$ cat src/rtl/aug_param_pkg.sv
// Shared definitions for the colour-detection parameter bank: colour/field codes,
// parameter width and the step-sequencer FSM encoding.
package aug_param_pkg;

    localparam int PARAM_W = 10;

    typedef enum logic [1:0] {
        COLOR_GREEN  = 2'd0,
        COLOR_ORANGE = 2'd1,
        COLOR_PINK   = 2'd2,
        COLOR_BLUE   = 2'd3
    } color_e;

    // Codes 0 and 1 select no field at all.
    typedef enum logic [2:0] {
        FIELD_NONE0   = 3'd0,
        FIELD_NONE1   = 3'd1,
        FIELD_CB_MIN  = 3'd2,
        FIELD_CB_MAX  = 3'd3,
        FIELD_CR_MIN  = 3'd4,
        FIELD_CR_MAX  = 3'd5,
        FIELD_LUM_MIN = 3'd6,
        FIELD_LUM_MAX = 3'd7
    } field_e;

    localparam logic [2:0] FIELD_NONE_MAX = 3'd1;

    typedef enum logic [2:0] {
        ST_IDLE     = 3'd0,
        ST_ISSUE    = 3'd1,
        ST_HOLD     = 3'd2,
        ST_REPEAT   = 3'd3,
        ST_WAIT_REL = 3'd4
    } state_e;

    function automatic logic field_valid(input logic [2:0] f);
        return f > FIELD_NONE_MAX;
    endfunction

    function automatic int max3(input int a, input int b, input int c);
        int m;
        m = (a > b) ? a : b;
        return (m > c) ? m : c;
    endfunction

endpackage

$ cat src/rtl/param_adjust_ctrl_if.sv
// Step-write port from the button sequencer to the parameter register bank.
interface param_adjust_ctrl_if;
    import aug_param_pkg::*;

    logic               wr_valid;
    logic               wr_ready;
    logic [1:0]         wr_color;
    logic [2:0]         wr_field;
    logic               wr_dir;
    logic [PARAM_W-1:0] wr_step;

    modport master (
        output wr_valid, wr_color, wr_field, wr_dir, wr_step,
        input  wr_ready
    );

    modport slave (
        input  wr_valid, wr_color, wr_field, wr_dir, wr_step,
        output wr_ready
    );

endinterface

$ cat src/rtl/tick_timer.sv
// Loadable down-counter; done_o pulses while enabled and the count has reached zero.
module tick_timer #(
    parameter int W = 25
) (
    input  logic         clk,
    input  logic         rst,
    input  logic         clr_i,
    input  logic         load_i,
    input  logic [W-1:0] load_val_i,
    input  logic         en_i,
    output logic         done_o
);

    logic [W-1:0] cnt_q, cnt_d;

    always_comb begin
        cnt_d = cnt_q;
        if (clr_i) begin
            cnt_d = '0;
        end else if (load_i) begin
            cnt_d = load_val_i;
        end else if (en_i && (cnt_q != '0)) begin
            cnt_d = cnt_q - 1'b1;
        end
    end

    always_ff @(posedge clk) begin
        if (rst) begin
            cnt_q <= '0;
        end else begin
            cnt_q <= cnt_d;
        end
    end

    assign done_o = en_i && (cnt_q == '0);

endmodule

$ cat src/rtl/param_adjust_ctrl.sv
// Turns debounced up/down buttons into step-write requests (tap plus hold-to-repeat).
// Define PARAM_ACCEL_EN to accelerate the repeat rate and double the step after FAST_AFTER repeats.
module param_adjust_ctrl
    import aug_param_pkg::*;
#(
    parameter int HOLD_DELAY = 20_000_000,
    parameter int REPEAT_PER = 2_000_000,
    parameter int FAST_PER   = 500_000,
    parameter int FAST_AFTER = 8,
    parameter int STEP       = 8
) (
    input  logic                      clock,
    input  logic                      reset,
    input  logic                      button_up,
    input  logic                      button_down,
    input  logic [1:0]                sel_color,
    input  logic [2:0]                sel_field,
    param_adjust_ctrl_if.master       wr,
    output logic                      repeating
);

    localparam int TMR_W = $clog2(max3(HOLD_DELAY, REPEAT_PER, FAST_PER) + 1);

    if (HOLD_DELAY < 1 || REPEAT_PER < 1 || FAST_PER < 1 || FAST_AFTER < 0 ||
        STEP < 1 || 2 * STEP >= (1 << PARAM_W)) begin : g_cfg_check
        $error("param_adjust_ctrl: invalid timing or step parameters");
    end

    state_e           state_q, state_d;
    logic [1:0]       color_q, color_d;
    logic [2:0]       field_q, field_d;
    logic             dir_q, dir_d;
    logic             first_q, first_d;

    logic             press, dir_in, both_high, moved;
    logic             tmr_load, tmr_clr, tmr_en, tmr_done;
    logic [TMR_W-1:0] tmr_val, hold_val, rep_val;

    // Buttons are active-low; exactly one low is a press, up low means add.
    assign press     = button_up ^ button_down;
    assign dir_in    = ~button_up;
    assign both_high = button_up & button_down;
    assign moved     = !press || (dir_in != dir_q) ||
                       (sel_color != color_q) || (sel_field != field_q);
    assign hold_val  = TMR_W'(HOLD_DELAY - 1);

`ifdef PARAM_ACCEL_EN
    localparam int RCNT_W = (FAST_AFTER < 1) ? 1 : $clog2(FAST_AFTER + 1);

    logic [RCNT_W-1:0] rcnt_q, rcnt_d;
    logic              fast;

    assign fast       = (rcnt_q == RCNT_W'(FAST_AFTER));
    assign rep_val    = fast ? TMR_W'(FAST_PER - 1) : TMR_W'(REPEAT_PER - 1);
    assign wr.wr_step = fast ? PARAM_W'(2 * STEP) : PARAM_W'(STEP);

    // Saturating count of completed slow/fast repeat periods in this press.
    always_comb begin
        rcnt_d = rcnt_q;
        if (state_d == ST_IDLE) begin
            rcnt_d = '0;
        end else if ((state_q == ST_REPEAT) && (state_d == ST_ISSUE) && !fast) begin
            rcnt_d = rcnt_q + 1'b1;
        end
    end

    always_ff @(posedge clock) begin
        if (reset) begin
            rcnt_q <= '0;
        end else begin
            rcnt_q <= rcnt_d;
        end
    end
`else
    assign rep_val    = TMR_W'(REPEAT_PER - 1);
    assign wr.wr_step = PARAM_W'(STEP);
`endif

    always_comb begin
        state_d  = state_q;
        color_d  = color_q;
        field_d  = field_q;
        dir_d    = dir_q;
        first_d  = first_q;
        tmr_load = 1'b0;
        tmr_val  = hold_val;
        unique case (state_q)
            ST_IDLE: begin
                if (press) begin
                    if (field_valid(sel_field)) begin
                        state_d = ST_ISSUE;
                        color_d = sel_color;
                        field_d = sel_field;
                        dir_d   = dir_in;
                        first_d = 1'b1;
                    end else begin
                        state_d = ST_WAIT_REL;
                    end
                end
            end
            ST_ISSUE: begin
                if (wr.wr_ready) begin
                    tmr_load = 1'b1;
                    tmr_val  = first_q ? hold_val : rep_val;
                    first_d  = 1'b0;
                    state_d  = first_q ? ST_HOLD : ST_REPEAT;
                end
                // A handshake on this edge still completes; only the follow-up is cancelled.
                if (moved) begin
                    state_d = ST_WAIT_REL;
                end
            end
            ST_HOLD, ST_REPEAT: begin
                if (moved) begin
                    state_d = ST_WAIT_REL;
                end else if (tmr_done) begin
                    state_d = ST_ISSUE;
                end
            end
            ST_WAIT_REL: begin
                if (both_high) begin
                    state_d = ST_IDLE;
                end
            end
            default: state_d = ST_IDLE;
        endcase
    end

    always_ff @(posedge clock) begin
        if (reset) begin
            state_q <= ST_IDLE;
            color_q <= '0;
            field_q <= '0;
            dir_q   <= 1'b0;
            first_q <= 1'b0;
        end else begin
            state_q <= state_d;
            color_q <= color_d;
            field_q <= field_d;
            dir_q   <= dir_d;
            first_q <= first_d;
        end
    end

    assign tmr_clr = (state_d == ST_IDLE);
    assign tmr_en  = (state_q == ST_HOLD) || (state_q == ST_REPEAT);

    tick_timer #(
        .W (TMR_W)
    ) u_timer (
        .clk        (clock),
        .rst        (reset),
        .clr_i      (tmr_clr),
        .load_i     (tmr_load),
        .load_val_i (tmr_val),
        .en_i       (tmr_en),
        .done_o     (tmr_done)
    );

    assign wr.wr_valid = (state_q == ST_ISSUE);
    assign wr.wr_color = color_q;
    assign wr.wr_field = field_q;
    assign wr.wr_dir   = dir_q;
    assign repeating   = (state_q == ST_REPEAT);

endmodule

$ cat src/flat_wrapper.sv
// flat-port wrapper written by rule: the top's interface ports become plain ports
module param_adjust_ctrl_flat import aug_param_pkg::*;
#(
    parameter int HOLD_DELAY = 20_000_000,
    parameter int REPEAT_PER = 2_000_000,
    parameter int FAST_PER   = 500_000,
    parameter int FAST_AFTER = 8,
    parameter int STEP       = 8
)
  (clock, reset, button_up, button_down, sel_color, sel_field, repeating, wr_wr_valid, wr_wr_color, wr_wr_field, wr_wr_dir, wr_wr_step, wr_wr_ready);
  param_adjust_ctrl_if wr_i ();
  input  logic clock;
  input  logic reset;
  input  logic button_up;
  input  logic button_down;
  input  logic [1:0] sel_color;
  input  logic [2:0] sel_field;
  output logic repeating;
  output wire logic [$bits(wr_i.wr_valid)-1:0] wr_wr_valid;
  output wire logic [$bits(wr_i.wr_color)-1:0] wr_wr_color;
  output wire logic [$bits(wr_i.wr_field)-1:0] wr_wr_field;
  output wire logic [$bits(wr_i.wr_dir)-1:0] wr_wr_dir;
  output wire logic [$bits(wr_i.wr_step)-1:0] wr_wr_step;
  input wire logic [$bits(wr_i.wr_ready)-1:0] wr_wr_ready;
  assign wr_wr_valid = wr_i.wr_valid;
  assign wr_wr_color = wr_i.wr_color;
  assign wr_wr_field = wr_i.wr_field;
  assign wr_wr_dir = wr_i.wr_dir;
  assign wr_wr_step = wr_i.wr_step;
  assign wr_i.wr_ready = wr_wr_ready;
  param_adjust_ctrl #(.HOLD_DELAY(HOLD_DELAY), .REPEAT_PER(REPEAT_PER), .FAST_PER(FAST_PER), .FAST_AFTER(FAST_AFTER), .STEP(STEP)) u_core (.clock(clock), .reset(reset), .button_up(button_up), .button_down(button_down), .sel_color(sel_color), .sel_field(sel_field), .wr(wr_i), .repeating(repeating));
endmodule
$ cat config.mk
export PLATFORM = sky130hd
export DESIGN_NAME = param_adjust_ctrl_flat
export DESIGN_NICKNAME = d
export VERILOG_FILES = /design/src/rtl/aug_param_pkg.sv /design/src/rtl/param_adjust_ctrl_if.sv /design/src/rtl/tick_timer.sv /design/src/rtl/param_adjust_ctrl.sv /design/src/flat_wrapper.sv
export SDC_FILE = /design/constraint.sdc
export NUM_CORES = 1
export LEC_CHECK = 0
export CORE_MARGIN = 2
export CORE_UTILIZATION = 49
export DETAILED_ROUTE_END_ITERATION = 10
export GPL_TIMING_DRIVEN = 0
export PLACE_DENSITY = 0.78
export REMOVE_ABC_BUFFERS = 1
export SYNTH_ARGS = -nofsm -noshare
export SYNTH_HDL_FRONTEND = slang
export SYNTH_SLANG_ARGS = --single-unit
export TNS_END_PERCENT = 5
$ cat constraint.sdc
create_clock -name clock -period 2.2 [get_ports clock]
set_input_delay 0.44 -clock clock [delete_from_list [all_inputs] [get_ports clock]]
set_output_delay 0.44 -clock clock [all_outputs]
set_load 0.02 [all_outputs]
==> results.md <==
* Layout cells sized above 1 at 27.56%
* Layout fillers at 315
* Worst min-delay path category: reg2reg
* CTS H-tree lvls at 2
* Warnings, synthesis at 0
* Commonest non-fill, non-tap cell in the layout: dfxtp_1
* Pre-Repair DR Iteration Count at 5
* Critical Path Source: u_core.u_timer.cnt_q[21]
* Synth Register Bits at 35
* Initial Utilization at 50.99%
* Vias per inst at 6.049
* Synth Flop Type: dfxtp_1
* Mean Syn Cell Area at 9.254 um^2
* Endpoints failing hold at 0
* Final wirelength at 5150 um
* P_leak at 0.9618 nW
* Clk pwr share at 33.7%
* Global-route wire length before repair at 7500 um
* NetSw at 428.7 uW
* Final period util at 105.2%
* CP Cell Sequence: nor4_4, nand4_4, or4_1, and3_4, nor3_4, clkbuf_16, nor3_2
* Sequential cell area at 711.9 um^2
* Cells after Synth at 222
* Seq/Total Area, Yosys at 34.10%
* Die Y at 68.75 um
* Synth async-reset ratio at 0%
* Worst path max stage delay at 0.57 ns
* Via Count at 1,839
* Sink Count at 35
* Buffers added on ports at 17
* Maximum clock rate at 0.4319 GHz
* Setup TNS at -1.127 ns
* CTS tree: built
* I/O pin count at 28
* VDD IR max at 415.3 uV
* Die W at 68.75 um
* Final setup margin at -0.1153 ns
* Clock transition at path regs at 0.07 ns
* Comb pwr share at 21.5%
* Routed wire per std cell at 16.94 um
* Clk_lat worst skew at 0.29 ns
* Final non-filler cell total at 304
* Crit path arrival time at 2.46 ns
* Post-synth EDFFs at 0
* CP endpoint kind: flip-flop
* Pwr/cell area at 589.7 mW/mm^2
* Growth of design area from synthesis to finish at 25.21%
* Most frequent cells in the layout: dfxtp_1 (26), nor2_1 (21), xnor2_1 (15)
* Violated checks: setup timing
* Vias in the first global route at 1,630
* Final #Nets at 266
* GRT overflow at 0
* Die Area at 0.004727 mm^2
* Hold path startpoint: u_core.u_timer.cnt_q[0]
* Slew headroom at 57.16%
* Core area at 0.004029 mm^2
* RSZ-0062 raised after global routing: true
* Area of the multi-input gates at 0.001359 mm^2
* Slowest cell on the critical path: or4_1
* Internal power at 1.088 mW
* Worst Setup Start Kind: flip-flop
* Kind of critical path: reg2reg
* CTS Root Cell: clkbuf_8
* Reg power frac at 44.9%
* CTS Buffer Depth at 2
* Net Sw Frac at 28.26%
* Critical R2R Launch: u_core.u_timer.cnt_q[21]
* CTS buffer count at 5
* Post-route ant nets at 0
* CTS Hold Bufs at 0
* Initial DRC count at 239
* Largest net degree at the start of global routing at 17
* Top delay family on crit path: simple AND/OR/NAND/NOR gates
* Mapped Area at 0.002054 mm^2
* Final setup vio count at 13
* Gr usage total at 21.55%
* WP buf/inv at 1
* Antenna fix cells at 0
* Final Max Slew Viols at 0
* Worst path required time at 2.35 ns
* Skew final at 0.007901 ns
* DRC violations left at 0
* Row count at 23
* Tmin final at 2.315 ns
* RePlAce Congestion at 0.7938
* Maxcap violations at 0
* Worst-path maximum fanout at 6
* Worst-Margin Slew at 0.6427 ns
* Dpl hpwl at 3017 um
* Status: finished, violations left
* Placed Cells at 279
* Post-synthesis cell type count at 53
* Antenna violations before repair at 0
-- per-layer routing --
metal / up-vias / GRT usage, % / wire length, um
met1: 867 / 24.65 / 2107
met5: - / 0 / 0
met2: 78 / 37.14 / 2483
li1: 870 / - / -
met3: 24 / 5.032 / 315
met4: 0 / 11.27 / 244
-- what timing repair did --
item	CTS	global route
pin swaps	4	12
gates resized for setup	19	16
setup buffers	5	10
endpoints found under the setup margin	30	26
gates cloned	1	1
-- cell type report --
class                           instances  area share (%)
Multi-Input combinational cell        174           52.82
Sequential cell                        35           27.68
Clock buffer                            8           3.891
Tap cell                               50           2.432
Inverter                                4          0.5837
Timing Repair Buffer                   33           12.60
-- worst reg2reg max path, stage by stage, from the launching register on --
cell and delay, ns:
dfxtp_2 0.34, nor4_4 0.41, nand4_4 0.17, or4_1 0.57
and3_4 0.20, nor3_4 0.23, clkbuf_16 0.22, nor3_2 0.05
-- flip-flops by register name, indices dropped and copies added, names as in the netlist --
register,count
u_core.u_timer.cnt_q,25
u_core.first_q,1
u_core.wr.wr_field,3
u_core.wr.wr_dir,1
u_core.state_q,3
u_core.wr.wr_color,2
-- cells in the mapped netlist, types with 4 or more instances --
| cell type | n | share of area (%) |
|---|---|---|
| inv_1 | 4 | 0.73 |
| nor3_2 | 5 | 2.4 |
| a211oi_1 | 7 | 2.6 |
| nor3_1 | 10 | 2.4 |
| dfxtp_1 | 35 | 34 |
| nor4_1 | 9 | 2.7 |
| nor4b_1 | 5 | 2.1 |
| nor2_1 | 21 | 3.8 |
| a21oi_1 | 11 | 2.7 |
| xnor2_1 | 15 | 6.4 |
| buf_4 | 11 | 4.0 |
| a211oi_2 | 5 | 3.0 |
| xor2_1 | 7 | 3.0 |
| nand2_1 | 12 | 2.2 |
-- power by group through the flow --
stage	clock, mW	combinational, mW	sequential (mW)
CTS	0.515	0.290	0.678
global placement	0	0.228	0.690
finish	0.511	0.326	0.681
global route	0.538	0.346	0.684
floorplan	0	0.143	0.700
detailed placement	0	0.232	0.691
-- path summary, 6_finish.rpt --
check                                                 to  slack [ns]  cells after the start
worst max-delay path            u_core.u_timer.cnt_q[22]       -0.12                      7
worst min-delay path             u_core.u_timer.cnt_q[0]        0.46                      1
worst max register to register  u_core.u_timer.cnt_q[22]       -0.12                      7
worst min register to register   u_core.u_timer.cnt_q[0]        0.46                      1
-- logic make-up after synthesis --
group	share of synthesized area (%)
muxes	1.462
adders and majority gates	1.827
and+or+nand+nor	30.76
other	0.3655
buffers and inverters	7.795
DFF	34.10
AOI/OAI and AO/OA	14.31
xor gates and xnor gates	9.379
-- stage by stage --
| stage | area, um^2 | power [mW] | hold WS [ns] | util, % | setup slack, ns |
|---|---|---|---|---|---|
| after global routing | 2572 | 1.567 | 0.4835 | 63.85 | -0.2003 |
| after floorplan | 1939 | 0.8424 | 0.4565 | - | -0.4708 |
| after detailed placement | 2172 | 0.9230 | 0.4799 | 53.91 | -1.430 |
| after global placement | 2172 | 0.9177 | 0.4727 | 53.91 | -1.345 |
| final | 2572 | 1.517 | 0.4649 | 63.85 | -0.1153 |
| after CTS | 2421 | 1.483 | 0.4663 | 60.09 | -0.06447 |
Note: power is estimated with default switching activity, not from simulation.
